==> src/rtl/ram_arb_pkg.sv <==
// Shared types and sizing helpers for the single-port RAM arbiter.
package ram_arb_pkg;

  typedef enum logic [1:0] {
    IDLE    = 2'd0,
    ISSUE   = 2'd1,
    RD_WAIT = 2'd2
  } state_t;

  // Index width for a given count; never below one bit so degenerate sizes still elaborate.
  function automatic int calc_aw(input int depth);
    if (depth <= 1) begin
      return 1;
    end else begin
      return $clog2(depth);
    end
  endfunction

endpackage

==> src/rtl/ram_arb_rr_pick.sv <==
// Combinational round-robin selector: first set request at or after ptr, wrapping modulo NREQ.
module ram_arb_rr_pick
  import ram_arb_pkg::*;
#(
  parameter int NREQ = 4,
  localparam int PW = calc_aw(NREQ)
) (
  input  logic [NREQ-1:0] req,
  input  logic [PW-1:0]   ptr,
  output logic            any,
  output logic [PW-1:0]   idx
);

  logic [PW-1:0] cand_s;

  // Walk rotation distances from farthest to nearest so the nearest set bit is the last write.
  always_comb begin
    any    = |req;
    idx    = {PW{1'b0}};
    cand_s = {PW{1'b0}};
    for (int k = NREQ - 1; k >= 0; k--) begin
      cand_s = PW'((int'(ptr) + k) % NREQ);
      if (req[cand_s]) begin
        idx = cand_s;
      end else begin
        idx = idx;
      end
    end
  end

endmodule

==> src/rtl/ram_arbiter.sv <==
// Round-robin arbiter sharing one single-port synchronous RAM between NREQ requesters.
module ram_arbiter
  import ram_arb_pkg::*;
#(
  parameter int WIDTH = 8,
  parameter int DEPTH = 32,
  parameter int NREQ  = 4,
  localparam int AW = calc_aw(DEPTH),
  localparam int PW = calc_aw(NREQ)
) (
  input  logic                  clk,
  input  logic                  rst,
  input  logic [NREQ-1:0]       req,
  input  logic [NREQ-1:0]       wr_rd,
  input  logic [NREQ*AW-1:0]    addr,
  input  logic [NREQ*WIDTH-1:0] wdata,
  output logic [NREQ-1:0]       gnt,
  output logic [NREQ-1:0]       rvalid,
  output logic [WIDTH-1:0]      rdata,
  output logic                  busy,
  output logic                  ram_en,
  output logic                  ram_wr_rd,
  output logic [AW-1:0]         ram_addr,
  output logic [WIDTH-1:0]      ram_wdata,
  input  logic [WIDTH-1:0]      ram_rdata
);

  state_t           state_r;
  state_t           next_state_s;
  logic [PW-1:0]    owner_r;
  logic [PW-1:0]    ptr_r;
  logic             pick_any_s;
  logic [PW-1:0]    pick_idx_s;
  logic             sel_wr_rd_s;
  logic [AW-1:0]    sel_addr_s;
  logic [WIDTH-1:0] sel_wdata_s;
  logic [NREQ-1:0]  gnt_r;
  logic [NREQ-1:0]  rvalid_r;
  logic [WIDTH-1:0] rdata_r;
  logic             ram_en_r;
  logic             ram_wr_rd_r;
  logic [AW-1:0]    ram_addr_r;
  logic [WIDTH-1:0] ram_wdata_r;

  function automatic logic [NREQ-1:0] to_onehot(input logic [PW-1:0] i);
    return NREQ'(1'b1) << i;
  endfunction

  function automatic logic [PW-1:0] next_ptr(input logic [PW-1:0] i);
    if (int'(i) == NREQ - 1) begin
      return {PW{1'b0}};
    end else begin
      return i + PW'(1'b1);
    end
  endfunction

  ram_arb_rr_pick #(
    .NREQ (NREQ)
  ) u_pick (
    .req (req),
    .ptr (ptr_r),
    .any (pick_any_s),
    .idx (pick_idx_s)
  );

  // Payload of the requester that would win this arbitration.
  always_comb begin
    sel_wr_rd_s = wr_rd[pick_idx_s];
    sel_addr_s  = addr[int'(pick_idx_s) * AW +: AW];
    sel_wdata_s = wdata[int'(pick_idx_s) * WIDTH +: WIDTH];
  end

  // Next-state decode; the ISSUE exit uses the latched access type.
  always_comb begin
    next_state_s = state_r;
    case (state_r)
      IDLE: begin
        if (pick_any_s) begin
          next_state_s = ISSUE;
        end else begin
          next_state_s = IDLE;
        end
      end
      ISSUE: begin
        if (ram_wr_rd_r) begin
          next_state_s = IDLE;
        end else begin
          next_state_s = RD_WAIT;
        end
      end
      RD_WAIT: next_state_s = IDLE;
      default: next_state_s = IDLE;
    endcase
  end

  // FSM state register.
  always_ff @(posedge clk) begin
    if (rst) begin
      state_r <= IDLE;
    end else begin
      state_r <= next_state_s;
    end
  end

  // Owner, pointer, RAM drive and read return; RAM lines are loaded only for the ISSUE cycle.
  always_ff @(posedge clk) begin
    if (rst) begin
      owner_r     <= {PW{1'b0}};
      ptr_r       <= {PW{1'b0}};
      gnt_r       <= {NREQ{1'b0}};
      rvalid_r    <= {NREQ{1'b0}};
      rdata_r     <= {WIDTH{1'b0}};
      ram_en_r    <= 1'b0;
      ram_wr_rd_r <= 1'b0;
      ram_addr_r  <= {AW{1'b0}};
      ram_wdata_r <= {WIDTH{1'b0}};
    end else begin
      if (state_r == IDLE && pick_any_s) begin
        owner_r     <= pick_idx_s;
        gnt_r       <= to_onehot(pick_idx_s);
        ram_en_r    <= 1'b1;
        ram_wr_rd_r <= sel_wr_rd_s;
        ram_addr_r  <= sel_addr_s;
        ram_wdata_r <= sel_wdata_s;
      end else begin
        owner_r     <= owner_r;
        gnt_r       <= {NREQ{1'b0}};
        ram_en_r    <= 1'b0;
        ram_wr_rd_r <= 1'b0;
        ram_addr_r  <= {AW{1'b0}};
        ram_wdata_r <= {WIDTH{1'b0}};
      end

      if (state_r == ISSUE) begin
        ptr_r <= next_ptr(owner_r);
      end else begin
        ptr_r <= ptr_r;
      end

      if (state_r == RD_WAIT) begin
        rdata_r  <= ram_rdata;
        rvalid_r <= to_onehot(owner_r);
      end else begin
        rdata_r  <= rdata_r;
        rvalid_r <= {NREQ{1'b0}};
      end
    end
  end

  assign gnt       = gnt_r;
  assign rvalid    = rvalid_r;
  assign rdata     = rdata_r;
  assign busy      = (state_r != IDLE);
  assign ram_en    = ram_en_r;
  assign ram_wr_rd = ram_wr_rd_r;
  assign ram_addr  = ram_addr_r;
  assign ram_wdata = ram_wdata_r;

endmodule

==> config.mk <==
export PLATFORM = sky130hd
export DESIGN_NAME = ram_arbiter
export DESIGN_NICKNAME = d
export VERILOG_FILES = /design/src/rtl/ram_arb_pkg.sv /design/src/rtl/ram_arb_rr_pick.sv /design/src/rtl/ram_arbiter.sv
export SDC_FILE = /design/constraint.sdc
export NUM_CORES = 1
export LEC_CHECK = 0
export CAP_MARGIN = 15
export CELL_PAD_IN_SITES_DETAIL_PLACEMENT = 1
export CELL_PAD_IN_SITES_GLOBAL_PLACEMENT = 2
export CORE_ASPECT_RATIO = 1.2
export CORE_MARGIN = 5
export CORE_UTILIZATION = 20
export DETAILED_ROUTE_END_ITERATION = 10
export PLACE_DENSITY_LB_ADDON = 0.1
export SYNTH_ARGS = -nofsm -noshare
export SYNTH_HDL_FRONTEND = slang
export SYNTH_SLANG_ARGS = --single-unit
==> constraint.sdc <==
create_clock -name clk -period 2.18 [get_ports clk]
set_input_delay 0.654 -clock clk [delete_from_list [all_inputs] [get_ports clk]]
set_output_delay 0.654 -clock clk [all_outputs]
set_load 0.02 [all_outputs]
==> results.sh <==
export IMPL_syn_area_per_cell_um2=10.1
export IMPL_p_switching_uw=505
export IMPL_rsz0062_at_grt="no"
export IMPL_async_flop_share_pct=0
export IMPL_synth_largest_area_cell="dfxtp_1"
export IMPL_p_comb_share_pct=31.5
export IMPL_grt_pass1_wl_mm=8.25
export IMPL_p_leak_uw=0.00117
export IMPL_drv_slew=0
export IMPL_antenna_cells=0
export IMPL_arrival_ns=1.41
export IMPL_ctsResizeCount=0
export IMPL_synth_edf_count=0
export IMPL_final_common_cell="clkdlybuf4s50_1"
export IMPL_cts_tree="built"
export IMPL_utilization_pct=37.0
export IMPL_peakVddDrop_uv=245
export IMPL_die_w_um=91.6
export IMPL_clkTransAtPathRegs_ns=0.07
export IMPL_clk_latency_ns=0.28
export IMPL_start_kind="register"
export IMPL_hold_depth=2
export IMPL_powerDensity_nw_per_um2=634
export IMPL_grt_max_degree=26
export IMPL_synth_cell_types=31
export IMPL_status="finished, final reports clean"
export IMPL_dr_pass1_iters=2
export IMPL_fmax_ghz=0.485
export IMPL_path_max_fanout=4
export IMPL_final_layout_size_suffix_gt1_share_pct=10.0
export IMPL_drc=0
export IMPL_yosysWarnings=0
export IMPL_pre_cts_slack_ns=-0.205
export IMPL_cap_violations=0
export IMPL_n_fill_cell=887
export IMPL_die_h_um=108
export IMPL_regArea_um2=741
export IMPL_clk_path_buf_depth=2
export IMPL_syn_instance_count=158
export IMPL_multi_input_area_um2=759
export IMPL_yosysSeqAreaShare_pct=46.4
export IMPL_antenna_found_initial=0
export IMPL_setup_violations=0
export IMPL_holdPathEnd="rdata[5]$_SDFFE_PP0N_"
export IMPL_port_buffers=101
export IMPL_pin_count=102
export IMPL_dieArea_um2=9880
export IMPL_hold_path_class="reg2reg"
export IMPL_cts_buffers=5
export IMPL_area_delta_synth_final_pct=79.5
export IMPL_cts_root_buf="clkbuf_8"
export IMPL_drt_iter0_drc=20
export IMPL_synth_area_um2=1600
export IMPL_worst_pin_slew_ns=0.649
export IMPL_core_area_um2=7750
export IMPL_synthTopCellsByArea="dfxtp_1, mux2i_1, o22ai_1"
export IMPL_cts_hold_buf=0
export IMPL_syn_num_nets=229
export IMPL_ys_seq_elements=37
export IMPL_period_share_pct=94.7
export IMPL_start_util_pct=20.6
export IMPL_wl_mm=5.24
export IMPL_design_area_um2=2870
export IMPL_critPathKind="reg2out"
export IMPL_finalHoldViolCount=0
export IMPL_cts_sinks=37
export IMPL_setup_slack_ns=0.116
export IMPL_critPathRequiredTime_ns=1.53
export IMPL_reg2reg_from="ptr_r[0]$_SDFFE_PP0N_"
export IMPL_route_antenna_remaining_nets=0
export IMPL_htree_levels=2
export IMPL_fin_nets=341
export IMPL_vias=1559
export IMPL_internal_power_uw=1310
export IMPL_slew_headroom_pct=56.6
export IMPL_p_sw_share_pct=27.8
export IMPL_hpwlAfterDp_mm=4.22
export IMPL_end_kind="output port"
export IMPL_grt_overflow=0
export IMPL_avgViaCountPerCell=4.31
export IMPL_grt_pass1_vias=1701
export IMPL_timing_rr_end="ram_wdata[0]$_SDFF_PP0_"
export IMPL_reg2reg_slack_ns=0.63
export IMPL_num_rows=35
export IMPL_gr_usage_all_layers_pct=10.7
export IMPL_p_clk_share_pct=26.8
export IMPL_synth_ff_type="dfxtp_1"
export IMPL_gp_congestion=0.681
export IMPL_setup_tns_final_ns=0
export IMPL_pwr_share_seq_pct=41.7
export IMPL_reg2reg_depth=6
export IMPL_postPlaceCellArea_um2=2780
export IMPL_final_cell_mix="clkdlybuf4s50_1, dfxtp_1, mux2i_1"
export IMPL_finClkSkew_ns=0.00644
export IMPL_cts_setup_buffers=0
export IMPL_worstHoldStart="rdata[5]$_SDFFE_PP0N_"
export IMPL_fin_crit_ns=2.06
export IMPL_avgRoutedWirePerCell_um=14.5
export IMPL_yosysTopAreaCellShare_pct=46.4
-- power groups by stage --
stage	registers [uW]	clock network, uW	logic, uW
after floorplan	825	0	234
after global placement	773	0	582
after detailed placement	774	0	583
after CTS	758	516	585
after global routing	765	537	617
final	757	487	572
-- how the worst max path moves through the flow --
| stage | start | end | slack, ns | depth (start not counted) |
|---|---|---|---|---|
| 2_1_floorplan | req[0] | ram_addr[0]$_SDFF_PP0_ | 0.47 | 6 |
| 3_3_place_gp | req[0] | ram_wdata[0]$_SDFF_PP0_ | -0.20 | 7 |
| 3_5_place_dp | req[0] | ram_wdata[0]$_SDFF_PP0_ | -0.21 | 7 |
| 4_1_cts | state_r[1]$_SDFF_PP0_ | busy | 0.1 | 2 |
| 5_1_grt | req[0] | ram_wdata[0]$_SDFF_PP0_ | 0.03 | 7 |
| 6_report | state_r[1]$_SDFF_PP0_ | busy | 0.12 | 2 |
-- cell usage after synthesis (2+ instances only) --
cell,number
nand2b_1,3
o22ai_1,15
nand2_1,18
buf_6,2
inv_1,5
mux2i_1,31
clkbuf_1,3
nor2_1,10
a21oi_1,11
nor3_1,2
dfxtp_1,37
nor4b_1,2
-- stage by stage --
step / hold WS [ns] / instances / total power [uW]
3_3_place_gp: 0.443 / 355 / 1360
3_5_place_dp: 0.450 / 355 / 1360
4_1_cts: 0.460 / 362 / 1860
2_1_floorplan: 0.469 / 158 / 1060
5_1_grt: 0.482 / 362 / 1920
6_report: 0.455 / 362 / 1820
-- cell type report --
class / instances / area share (%)
repair buffers: 114 / 40.0
multi-input cells: 107 / 26.5
flip-flops and latches: 37 / 25.8
well taps: 92 / 4.02
clock buffers: 7 / 3.01
inverters: 5 / 0.655
-- routing by layer --
metal  up-vias  track usage, %  part of all wire [%]
li1        777               -                     -
met1       711            10.7                    36
met2        65            18.5                    50
met3         6            6.43                    13
met4         0            3.23                   1.2
met5         -               0                     0
-- worst max-delay path, cell delays in order, from the launching register on --
cell and delay (ns):
dfxtp_1 0.33, or2_1 0.25, clkdlybuf4s50_1 0.54
-- flip-flops by register name, indices dropped and copies added, names as in the netlist --
signal / count
state_r: 2
rvalid: 4
ram_wdata: 8
owner_r: 2
ram_en: 1
ram_addr: 5
gnt: 4
ptr_r: 2
ram_wr_rd: 1
rdata: 8
-- cells by family (layout without fill, tap and decap cells) --
group / after synthesis / in the layout / share of synthesized area, %
simple gates: 43 / 43 / 14.3
flops: 37 / 37 / 46.4
compound gates: 32 / 32 / 13.0
mux: 31 / 31 / 19.4
buf+inv: 14 / 126 / 6.03
fa+ha+maj: 1 / 1 / 0.784
(Power assumes the default switching activity.)
==> edit (same settings) <==
`WIDTH`: 8 -> 12.
--- a/src/rtl/ram_arbiter.sv
+++ b/src/rtl/ram_arbiter.sv
@@ -2,7 +2,7 @@
 module ram_arbiter
   import ram_arb_pkg::*;
 #(
-  parameter int WIDTH = 8,
+  parameter int WIDTH = 12,
   parameter int DEPTH = 32,
   parameter int NREQ  = 4,
   localparam int AW = calc_aw(DEPTH),
Interface: changed (resized ram_rdata, ram_wdata, rdata and wdata); port bits go from 102 to 130. No check against the original RTL was run, so the function may have changed too.
==> edit against the original RTL <==
Synthesized area is 18% higher; worst setup slack better by 0.044 ns; synthesized cell count is 19% higher; sequential cell count is 8 higher; via count is 20% higher; power is 21% higher; hold slack better by 0.0025 ns; design area is 22% higher; combinational power is 17% higher; first-iteration DRC count grew to 3.0 times the old value; final cell count is 23% higher; routed wire length is 26% higher.
==> edit: results (changes against the original RTL) <==
[run_status]
outcome = finished clean

[drt]
dr.pass1.iters = 4  ; +2
met2_wirelength_mm = 3.494  ; +34%
routed-wl-met3_um = 606  ; -9.4%
post_drt_wl_per_cell_um = 14.93  ; +3.1%

[sta]
holdWs_ns = 0.4574  ; +0.002483 ns

[synth]
synthAdderAreaFrac_pct = 0.6636  ; -0.12 points
synth_nets = 279  ; +22%
synth_area_leaders = dfxtp_1 (48%), mux2i_1 (21%), o22ai_1 (5.3%)
synth_cell_type_count = 25  ; -19%
synth_compound_area_share_pct = 12.81  ; -0.20 points

[critical_path]
cp_max_fo = 13  ; +9
rrSetupSlack_ns = 0.49  ; -0.14 ns
worstPathArrival_ns = 2.20  ; +0.79 ns

[placement]
hpwl_mm = 5.253  ; +24%
gp_congestion = 0.6755  ; -0.76%
placed_area_um2 = 3378  ; +22%

[global_routing]
grt_use_total_pct = 11.28  ; +0.60 points
met2_usage_pct = 21.29  ; +2.8 points
grt_pass1_wl_mm = 10.20  ; +24%

[power]
leakage_nw = 1.328  ; +14%
irDropWorstVdd_mv = 0.3530  ; +44%
netSwitchingPower_w = 0.0005973  ; +18%

[cells_and_area]
fin_nets = 415  ; +22%

[clock_tree]
cts.clk_slew.worst_paths_ns = 0.09  ; +0.02 ns

-- edit: worst paths after layout --
path,start,endpoint,cells past startpoint
setup reg to reg,ptr_r[1]$_SDFFE_PP0N_,ram_addr[1]$_SDFF_PP0_,6
hold reg to reg,rdata[10]$_SDFFE_PP0N_,rdata[10]$_SDFFE_PP0N_,2
setup / recovery,req[0],ram_addr[1]$_SDFF_PP0_,7
hold / removal,rdata[10]$_SDFFE_PP0N_,rdata[10]$_SDFFE_PP0N_,2
-- edit: area by class of cell --
class / count / area [um^2] / share of cell area, %
Inverter: 3 / 11.26 / 0.3229
Sequential cell: 45 / 900.9 / 25.83
Multi-Input combinational cell: 128 / 899.6 / 25.80
Tap cell: 120 / 150.1 / 4.306
Clock inverter: 2 / 35.03 / 1.005
Timing Repair Buffer: 141 / 1421 / 40.76
Clock buffer: 5 / 68.82 / 1.973
-- edit: cell families (layout without fill, tap and decap cells) --
kind of cell,count (synthesis),count (layout)
flops,45,45
simple gates,51,51
compound gates,36,36
fa+ha+maj,1,1
buf+inv,15,151
mux,40,40
-- edit: power groups by stage --
stage                     clock (W)  combinational, W  sequential (W)
final                      0.000618          0.000667        0.000917
after global routing       0.000681          0.000722        0.000924
after detailed placement          0          0.000683        0.000936
after CTS                  0.000652          0.000686        0.000918
after floorplan                   0          0.000247         0.00100
after global placement            0          0.000680        0.000936
-- edit: repair_timing --
action                     in CTS  in global routing
setup endpoints to repair       1                  1
pin swaps                       0                  0
gates resized for setup         1                  1
cloned                          0                  0
-- edit: through the flow --
stage	std cells	util (%)
floorplan	188	-
global placement	437	37.01
CTS	444	38.17
finish	444	38.20
detailed placement	437	37.01
global route	444	38.20
